==> config.mk <==
export PLATFORM = sky130hd
export DESIGN_NAME = mem_burst_reader_flat
export DESIGN_NICKNAME = d
export VERILOG_FILES = /design/src/rtl/mem_burst_reader_pkg.sv /design/src/rtl/mem_burst_reader_if.sv /design/src/rtl/mem_burst_reader_sync_fifo.sv /design/src/rtl/mem_burst_reader.sv /design/src/flat_wrapper.sv
export SDC_FILE = /design/constraint.sdc
export NUM_CORES = 1
export LEC_CHECK = 0
export BUFFER_PORTS_ARGS = -buffer_cell sky130_fd_sc_hd__buf_4
export CAP_MARGIN = 20
export CORE_ASPECT_RATIO = 1.75
export CORE_MARGIN = 1
export CORE_UTILIZATION = 38
export DETAILED_ROUTE_END_ITERATION = 8
export SYNTH_ARGS = -nofsm -noshare
export SYNTH_HDL_FRONTEND = slang
export SYNTH_HIERARCHICAL = 1
export SYNTH_SLANG_ARGS = --single-unit
==> constraint.sdc <==
create_clock -name Clk -period 4.7 [get_ports Clk]
set_clock_uncertainty 0.15 [all_clocks]
set_input_delay 0.235 -clock Clk [delete_from_list [all_inputs] [get_ports Clk]]
set_output_delay 0.235 -clock Clk [all_outputs]
set_load 0.02 [all_outputs]
==> src/rtl/mem_burst_reader_pkg.sv <==
// Shared definitions for the memory burst reader.
// Contents:
//   DEF_ADDR_W / DEF_DATA_W : default address and data widths (8 / 8)
//   LEN_W                   : width of the remaining-byte counter (ADDR_W+1, so 256 fits)
//   state_e                 : sequencer states IDLE, READ, DRAIN, DONE
//   fifo_entry_t            : one streamed element {data, idx, last} at default widths
package mem_burst_reader_pkg;

  localparam int DEF_ADDR_W = 8;
  localparam int DEF_DATA_W = 8;
  localparam int LEN_W      = DEF_ADDR_W + 1;

  typedef enum logic [1:0] {
    IDLE  = 2'd0,
    READ  = 2'd1,
    DRAIN = 2'd2,
    DONE  = 2'd3
  } state_e;

  typedef struct packed {
    logic [DEF_DATA_W-1:0] data;
    logic [DEF_ADDR_W-1:0] idx;
    logic                  last;
  } fifo_entry_t;

endpackage

==> src/rtl/mem_burst_reader_if.sv <==
// Bus bundle between the burst reader, its memory bank and the downstream stage.
// Signals:
//   Address, MemRead   : reader -> memory (address, read enable)
//   ReadData           : memory -> reader (combinational read data)
//   Out_Valid, Out_Data, Out_Idx, Out_Last : reader -> downstream stream
//   Out_Ready          : downstream -> reader
// Stream handshake: a beat transfers on a rising edge where Out_Valid and
// Out_Ready are both high. Out_Valid never depends on Out_Ready, and once it
// is raised Out_Data/Out_Idx/Out_Last stay stable until the beat transfers;
// only an Abort flush may withdraw a pending beat.
// Modports: master = reader side, slave = memory/downstream side.
interface mem_burst_reader_if
  import mem_burst_reader_pkg::*;
#(
  parameter int ADDR_W = DEF_ADDR_W,
  parameter int DATA_W = DEF_DATA_W
) ();

  logic [ADDR_W-1:0] Address;
  logic              MemRead;
  logic [DATA_W-1:0] ReadData;
  logic              Out_Valid;
  logic              Out_Ready;
  logic [DATA_W-1:0] Out_Data;
  logic [ADDR_W-1:0] Out_Idx;
  logic              Out_Last;

  modport master (
    output Address, MemRead, Out_Valid, Out_Data, Out_Idx, Out_Last,
    input  ReadData, Out_Ready
  );

  modport slave (
    input  Address, MemRead, Out_Valid, Out_Data, Out_Idx, Out_Last,
    output ReadData, Out_Ready
  );

endinterface

==> src/rtl/mem_burst_reader_sync_fifo.sv <==
// Synchronous FIFO with registered storage, reusable across bank readers.
// Ports:
//   clk, rst_n : clock, asynchronous active-low reset (storage cleared to 0)
//   flush      : synchronous empty; overrides push/pop
//   push, wr_data : write request and data; accepted when not full, or when
//                   full and a pop happens in the same cycle
//   pop        : remove head (ignored when empty)
//   rd_data    : head entry (combinational from storage)
//   full, empty, count : occupancy status
// DEPTH must be a power of two and at least 2 so the pointers wrap naturally.
module mem_burst_reader_sync_fifo #(
  parameter int WIDTH = 8,
  parameter int DEPTH = 2,
  parameter int CNT_W = $clog2(DEPTH + 1)
) (
  input  logic             clk,
  input  logic             rst_n,
  input  logic             flush,
  input  logic             push,
  input  logic             pop,
  input  logic [WIDTH-1:0] wr_data,
  output logic [WIDTH-1:0] rd_data,
  output logic             full,
  output logic             empty,
  output logic [CNT_W-1:0] count
);

  localparam int PTR_W = (DEPTH > 1) ? $clog2(DEPTH) : 1;

  logic [WIDTH-1:0] mem_q [DEPTH];
  logic [PTR_W-1:0] wr_ptr_q, wr_ptr_d;
  logic [PTR_W-1:0] rd_ptr_q, rd_ptr_d;
  logic [CNT_W-1:0] count_q, count_d;
  logic             do_push;
  logic             do_pop;

  assign full    = (count_q == CNT_W'(DEPTH));
  assign empty   = (count_q == '0);
  assign count   = count_q;
  assign rd_data = mem_q[rd_ptr_q];

  assign do_pop  = pop & ~empty;
  // A full FIFO still takes a write when the head leaves in the same cycle.
  assign do_push = push & (~full | do_pop);

  always_comb begin
    wr_ptr_d = wr_ptr_q;
    rd_ptr_d = rd_ptr_q;
    count_d  = count_q;
    if (flush) begin
      wr_ptr_d = '0;
      rd_ptr_d = '0;
      count_d  = '0;
    end else begin
      if (do_push) wr_ptr_d = wr_ptr_q + PTR_W'(1);
      if (do_pop)  rd_ptr_d = rd_ptr_q + PTR_W'(1);
      case ({do_push, do_pop})
        2'b10:   count_d = count_q + CNT_W'(1);
        2'b01:   count_d = count_q - CNT_W'(1);
        default: count_d = count_q;
      endcase
    end
  end

  always_ff @(posedge clk or negedge rst_n) begin
    if (!rst_n) begin
      wr_ptr_q <= '0;
      rd_ptr_q <= '0;
      count_q  <= '0;
      for (int i = 0; i < DEPTH; i++) mem_q[i] <= '0;
    end else begin
      wr_ptr_q <= wr_ptr_d;
      rd_ptr_q <= rd_ptr_d;
      count_q  <= count_d;
      if (do_push && !flush) mem_q[wr_ptr_q] <= wr_data;
    end
  end

endmodule

==> src/rtl/mem_burst_reader.sv <==
// Read-side burst sequencer for one data-memory bank.
// On Start (in IDLE) it sweeps Len bytes from Base (wrapping modulo 2^ADDR_W,
// Len=0 meaning 2^ADDR_W), captures each byte in the cycle it is addressed and
// streams {data, idx, last} through a small FIFO to the downstream stage.
// Ports:
//   Clk, Rst_n  : clock, asynchronous active-low reset
//   Start       : one-cycle command, honoured only in IDLE
//   Base, Len   : window start and byte count, sampled on an accepted Start
//   Abort       : synchronous flush back to IDLE, no Done
//   Busy        : high in every state except IDLE
//   Done        : one-cycle pulse after the last byte is taken downstream
//   Dbg_State   : current sequencer state
//   bus         : memory port and output stream (see mem_burst_reader_if)
module mem_burst_reader
  import mem_burst_reader_pkg::*;
#(
  parameter int ADDR_W     = DEF_ADDR_W,
  parameter int DATA_W     = DEF_DATA_W,
  parameter int FIFO_DEPTH = 2
) (
  input  logic               Clk,
  input  logic               Rst_n,
  input  logic               Start,
  input  logic [ADDR_W-1:0]  Base,
  input  logic [ADDR_W-1:0]  Len,
  input  logic               Abort,
  output logic               Busy,
  output logic               Done,
  output state_e             Dbg_State,
  mem_burst_reader_if.master bus
);

  localparam int REM_W = ADDR_W + 1;
  localparam int CNT_W = $clog2(FIFO_DEPTH + 1);

  typedef struct packed {
    logic [DATA_W-1:0] data;
    logic [ADDR_W-1:0] idx;
    logic              last;
  } entry_t;

  state_e            state_q, state_d;
  logic [ADDR_W-1:0] cur_addr_q, cur_addr_d;
  logic [REM_W-1:0]  remaining_q, remaining_d;
  logic [ADDR_W-1:0] idx_q, idx_d;

  logic              mem_read;
  logic              out_valid;
  logic              pop;
  logic              fifo_full;
  logic              fifo_empty;
  logic [CNT_W-1:0]  fifo_count;
  entry_t            wr_entry;
  entry_t            rd_entry;

  assign out_valid = ~fifo_empty;
  assign pop       = out_valid & bus.Out_Ready;

  assign wr_entry.data = bus.ReadData;
  assign wr_entry.idx  = idx_q;
  assign wr_entry.last = (remaining_q == REM_W'(1));

  always_comb begin
    state_d     = state_q;
    cur_addr_d  = cur_addr_q;
    remaining_d = remaining_q;
    idx_d       = idx_q;
    mem_read    = 1'b0;

    unique case (state_q)
      IDLE: begin
        if (Start) begin
          cur_addr_d  = Base;
          // Len=0 stands for a full sweep of the address space.
          remaining_d = (Len == '0) ? {1'b1, {ADDR_W{1'b0}}} : {1'b0, Len};
          idx_d       = '0;
          state_d     = READ;
        end
      end
      READ: begin
        // Read only when the captured byte has a slot to land in this cycle,
        // so a stalled stream leaves the address and memory untouched.
        mem_read = ~fifo_full | pop;
        if (mem_read) begin
          cur_addr_d  = cur_addr_q + ADDR_W'(1);
          idx_d       = idx_q + ADDR_W'(1);
          remaining_d = remaining_q - REM_W'(1);
          if (remaining_q == REM_W'(1)) state_d = DRAIN;
        end
      end
      DRAIN: begin
        if (fifo_empty || (pop && (fifo_count == CNT_W'(1)))) state_d = DONE;
      end
      DONE: begin
        state_d = IDLE;
      end
      default: begin
        state_d = IDLE;
      end
    endcase

    // Abort outranks everything, including a Start in the same cycle.
    if (Abort) begin
      state_d     = IDLE;
      cur_addr_d  = cur_addr_q;
      remaining_d = remaining_q;
      idx_d       = idx_q;
      mem_read    = 1'b0;
    end
  end

  always_ff @(posedge Clk or negedge Rst_n) begin
    if (!Rst_n) begin
      state_q     <= IDLE;
      cur_addr_q  <= '0;
      remaining_q <= '0;
      idx_q       <= '0;
    end else begin
      state_q     <= state_d;
      cur_addr_q  <= cur_addr_d;
      remaining_q <= remaining_d;
      idx_q       <= idx_d;
    end
  end

  mem_burst_reader_sync_fifo #(
    .WIDTH ($bits(entry_t)),
    .DEPTH (FIFO_DEPTH),
    .CNT_W (CNT_W)
  ) u_fifo (
    .clk     (Clk),
    .rst_n   (Rst_n),
    .flush   (Abort),
    .push    (mem_read),
    .pop     (pop),
    .wr_data (wr_entry),
    .rd_data (rd_entry),
    .full    (fifo_full),
    .empty   (fifo_empty),
    .count   (fifo_count)
  );

  assign bus.Address   = cur_addr_q;
  assign bus.MemRead   = mem_read;
  assign bus.Out_Valid = out_valid;
  assign bus.Out_Data  = rd_entry.data;
  assign bus.Out_Idx   = rd_entry.idx;
  assign bus.Out_Last  = rd_entry.last;

  assign Busy      = (state_q != IDLE);
  assign Done      = (state_q == DONE);
  assign Dbg_State = state_q;

endmodule

==> src/flat_wrapper.sv <==
// flat-port wrapper written by rule: the top's interface ports become plain ports
module mem_burst_reader_flat import mem_burst_reader_pkg::*;
#(
  parameter int ADDR_W     = DEF_ADDR_W,
  parameter int DATA_W     = DEF_DATA_W,
  parameter int FIFO_DEPTH = 2
)
  (Clk, Rst_n, Start, Base, Len, Abort, Busy, Done, Dbg_State, bus_Address, bus_MemRead, bus_Out_Valid, bus_Out_Data, bus_Out_Idx, bus_Out_Last, bus_ReadData, bus_Out_Ready);
  mem_burst_reader_if #(.ADDR_W(ADDR_W), .DATA_W(DATA_W)) bus_i ();
  input  logic Clk;
  input  logic Rst_n;
  input  logic Start;
  input  logic [ADDR_W-1:0] Base;
  input  logic [ADDR_W-1:0] Len;
  input  logic Abort;
  output logic Busy;
  output logic Done;
  output state_e Dbg_State;
  output wire logic [$bits(bus_i.Address)-1:0] bus_Address;
  output wire logic [$bits(bus_i.MemRead)-1:0] bus_MemRead;
  output wire logic [$bits(bus_i.Out_Valid)-1:0] bus_Out_Valid;
  output wire logic [$bits(bus_i.Out_Data)-1:0] bus_Out_Data;
  output wire logic [$bits(bus_i.Out_Idx)-1:0] bus_Out_Idx;
  output wire logic [$bits(bus_i.Out_Last)-1:0] bus_Out_Last;
  input wire logic [$bits(bus_i.ReadData)-1:0] bus_ReadData;
  input wire logic [$bits(bus_i.Out_Ready)-1:0] bus_Out_Ready;
  assign bus_Address = bus_i.Address;
  assign bus_MemRead = bus_i.MemRead;
  assign bus_Out_Valid = bus_i.Out_Valid;
  assign bus_Out_Data = bus_i.Out_Data;
  assign bus_Out_Idx = bus_i.Out_Idx;
  assign bus_Out_Last = bus_i.Out_Last;
  assign bus_i.ReadData = bus_ReadData;
  assign bus_i.Out_Ready = bus_Out_Ready;
  mem_burst_reader #(.ADDR_W(ADDR_W), .DATA_W(DATA_W), .FIFO_DEPTH(FIFO_DEPTH)) u_core (.Clk(Clk), .Rst_n(Rst_n), .Start(Start), .Base(Base), .Len(Len), .Abort(Abort), .Busy(Busy), .Done(Done), .Dbg_State(Dbg_State), .bus(bus_i));
endmodule
==> results.toml <==
[layout]
nets = 436
post-route-util_pct = 50.27
fin_cells = 523
layout.area.seq_mm2 = 0.001627
multi_input_area_mm2 = 0.001829
synthToLayoutAreaGrowth_pct = 27.90
n_antenna_cell = 0
fillCellCount = 862
stdcell_area_mm2 = 0.004601
drive_above_1_share_pct = 36.23

[synthesis]
ys_top_cells_by_count = "dfrtp_1 (65), mux2_2 (43), nand2_1 (18)"
synth_area_leaders = "dfrtp_1 (45%), mux2_2 (13%), mux2_4 (3.8%), ha_1 (3.1%), o21ai_0 (2.1%)"
netlist_area_mm2 = 0.003597
syn_nets = 361
async_flop_share_pct = 100.0
synth-edff-count = 0
yosysMostFrequentCell = "dfrtp_1"
post-synth-top-area-cell = "dfrtp_1"
synth-seq-cells = 65
syn_area_per_cell_um2 = 11.14
ys.flop_type = "dfrtp_1"
synthCells = 323
yosysSeqAreaShare_pct = 45.22
synth_top_family_by_area = "multiplexers"
yosysUniqueCellTypes = 65
synth-compound-area-share_pct = 13.43
yosys.area_share.adder_pct = 3.130
synth.top_cell.area_share_pct = 45.22
synth-simple-area-share_pct = 15.72
yosys.area_share.xor_xnor_pct = 0.2435
ys_warn_count = 6
synth_mux_area_share_pct = 18.33

[placed_design]
dpl_cell_area_mm2 = 0.004120
dp.final_hpwl_mm = 5.906
numPortBuffers = 59
gp_congestion = 0.8450
dp_cells = 491

[clocking]
cts.path.max_buffers = 2
cts_setup_buffers = 0
clkSinkCount = 65
worstSkewPairLatency_ns = 0.33
cts_resized = 0
htreeDepth = 3
cts_made_buffers = 9
hold_buffers = 16
clk_pin_slew_worst_paths_ns = 0.06
clockRootBuffer = "clkbuf_16"
cts_tree = "yes"

[timing]
worst_slew_pin_slew_ns = 1.091
hold_violations = 0
fin_crit_ns = 2.893
rsz0062_at_grt = "false"
drv_slew = 0
post-route-period-util_pct = 61.56
fmax_ghz = 0.3457
slew_headroom_pct = 26.80
final-setup-viol-count = 0
tns_ns = 0

[worst_setup_path]
start_kind = "flip-flop"
timing.rr.start = "u_core/Dbg_State[1]"
critPathMaxFanout = 18
reg2reg_depth = 6
arrival_ns = 2.95
r2r_slack_ns = 1.81
r2r-end = "u_core/u_fifo/mem_q[20]"
worstSetupPathType = "flip-flop to flip-flop"
required_ns = 4.76
worstSetupEndpointType = "flip-flop"

[grt]
grt_pass1_vias = 2898
grt_first_pass_wirelength_mm = 14.03
overflow = 0
grt_max_degree = 66
antenna_found_initial = 0
grt_usage_pct = 18.94

[floorplan]
io_pins = 60
start_util_pct = 39.31
dieHeight_um = 130.7
die_w_um = 75.55
rows = 46
design.core.area_mm2 = 0.009151
dieArea_mm2 = 0.009875

[worst_hold_path]
min_to = "u_core/u_fifo/rd_ptr_q"
min_delay_path_depth = 2
min_from = "Abort"
min_path_type = "primary input to flip-flop"

[status]
status = "finished clean"

[routing]
wl_mm = 8.591
final_antenna_net_count = 0
first_pass_iters = 4
route.detailed.drc = 0
vias = 2852
wl_per_cell_um = 16.43
drtIter0Drc = 180
via_per_inst = 5.453

[power_and_ir_drop]
leakagePower_nw = 2.124
irDropWorstVdd_mv = 0.3704
power_density_mw_per_mm2 = 601.4

[job]
drv_cap = 0
-- critical path, stage by stage, from the launching register on --
cell,delay [ns]
dfrtp_1,0.42
inv_1,0.13
ha_1,0.18
nand2b_1,0.07
a21oi_1,0.43
or4b_1,0.93
mux2_4,0.46
-- cell usage in the layout (no fill, tap or decap), types with 4 or more instances in the layout --
master,netlist,final
dfrtp_1,65,65
buf_4,1,62
mux2_2,43,43
nand2_1,18,18
dlygate4sd3_1,0,16
o21ai_0,15,15
nand3_1,14,14
inv_1,13,13
a21oi_1,11,11
clkbuf_16,0,9
ha_1,9,9
mux2_4,9,9
nor2_1,8,8
nand2b_1,8,8
a31oi_1,8,8
nor3_1,8,8
nand4_1,6,6
nor2b_1,4,4
a211oi_1,4,4
mux2i_1,4,4
-- worst max path at each step --
stage,cells past startpoint,from,slack [ns],to
floorplan,9,u_core/Dbg_State[1],1.77,u_core/u_fifo/mem_q[10]
finish,6,u_core/Dbg_State[1],1.81,u_core/u_fifo/mem_q[20]
global route,6,u_core/Dbg_State[1],1.64,u_core/u_fifo/mem_q[17]
CTS,6,u_core/Dbg_State[1],1.80,u_core/u_fifo/mem_q[20]
detailed placement,6,u_core/Dbg_State[1],1.80,u_core/u_fifo/mem_q[18]
global placement,6,u_core/Dbg_State[1],1.91,u_core/u_fifo/mem_q[19]
-- metal layers --
metal / routed length (um) / global-route usage [%] / vias to the layer above
li1: - / - / 1362
met1: 3469 / 21.07 / 1398
met2: 4569 / 33.30 / 78
met3: 343 / 4.371 / 14
met4: 208 / 8.824 / 0
met5: 0 / 0 / -
-- flip-flops by register name, summed over array words and instances (netlist names) --
signal,cells
u_core/bus.Address,8
u_core/u_fifo/rd_ptr_q,1
u_core/idx_q,8
u_core/u_fifo/count,2
u_core/remaining_q,9
u_core/u_fifo/wr_ptr_q,1
u_core/Dbg_State,2
u_core/u_fifo/mem_q,34
-- stage by stage --
step | total power, mW | hold WS [ns] | worst slack, ns
floorplan | 1.676 | -0.2106 | 1.770
global placement | 2.034 | 0.2501 | 1.909
detailed placement | 2.059 | 0.2481 | 1.796
CTS | 2.793 | 0.01266 | 1.796
global route | 2.946 | 0.04297 | 1.637
finish | 2.767 | 0.02127 | 1.807
-- cells by family (layout without fill, tap and decap cells) --
kind of cell	after synthesis	count (layout)
AND/OR/NAND/NOR	96	96
AO/OA/AOI/OAI	69	69
flip-flops	65	65
multiplexers	56	56
buffers and inverters	27	107
adder cells (fa/ha/maj)	9	9
XOR/XNOR	1	1
-- area by class of cell --
type,instances,area share (%)
multi-input cells,231,39.76
flip-flops and latches,65,35.35
repair buffers,78,13.60
well taps,120,3.264
clock buffers,9,4.895
clock inverters,7,2.067
inverters,13,1.061
-- where the power goes --
| part | internal [mW] | switching (mW) | leakage [nW] |
|---|---|---|---|
| clock | 0.463 | 0.243 | 0.155 |
| sequential | 0.737 | 0.168 | 0.849 |
| combinational | 0.521 | 0.636 | 1.12 |
| total | 1.72 | 1.05 | 2.12 |
(Power assumes the default switching activity.)
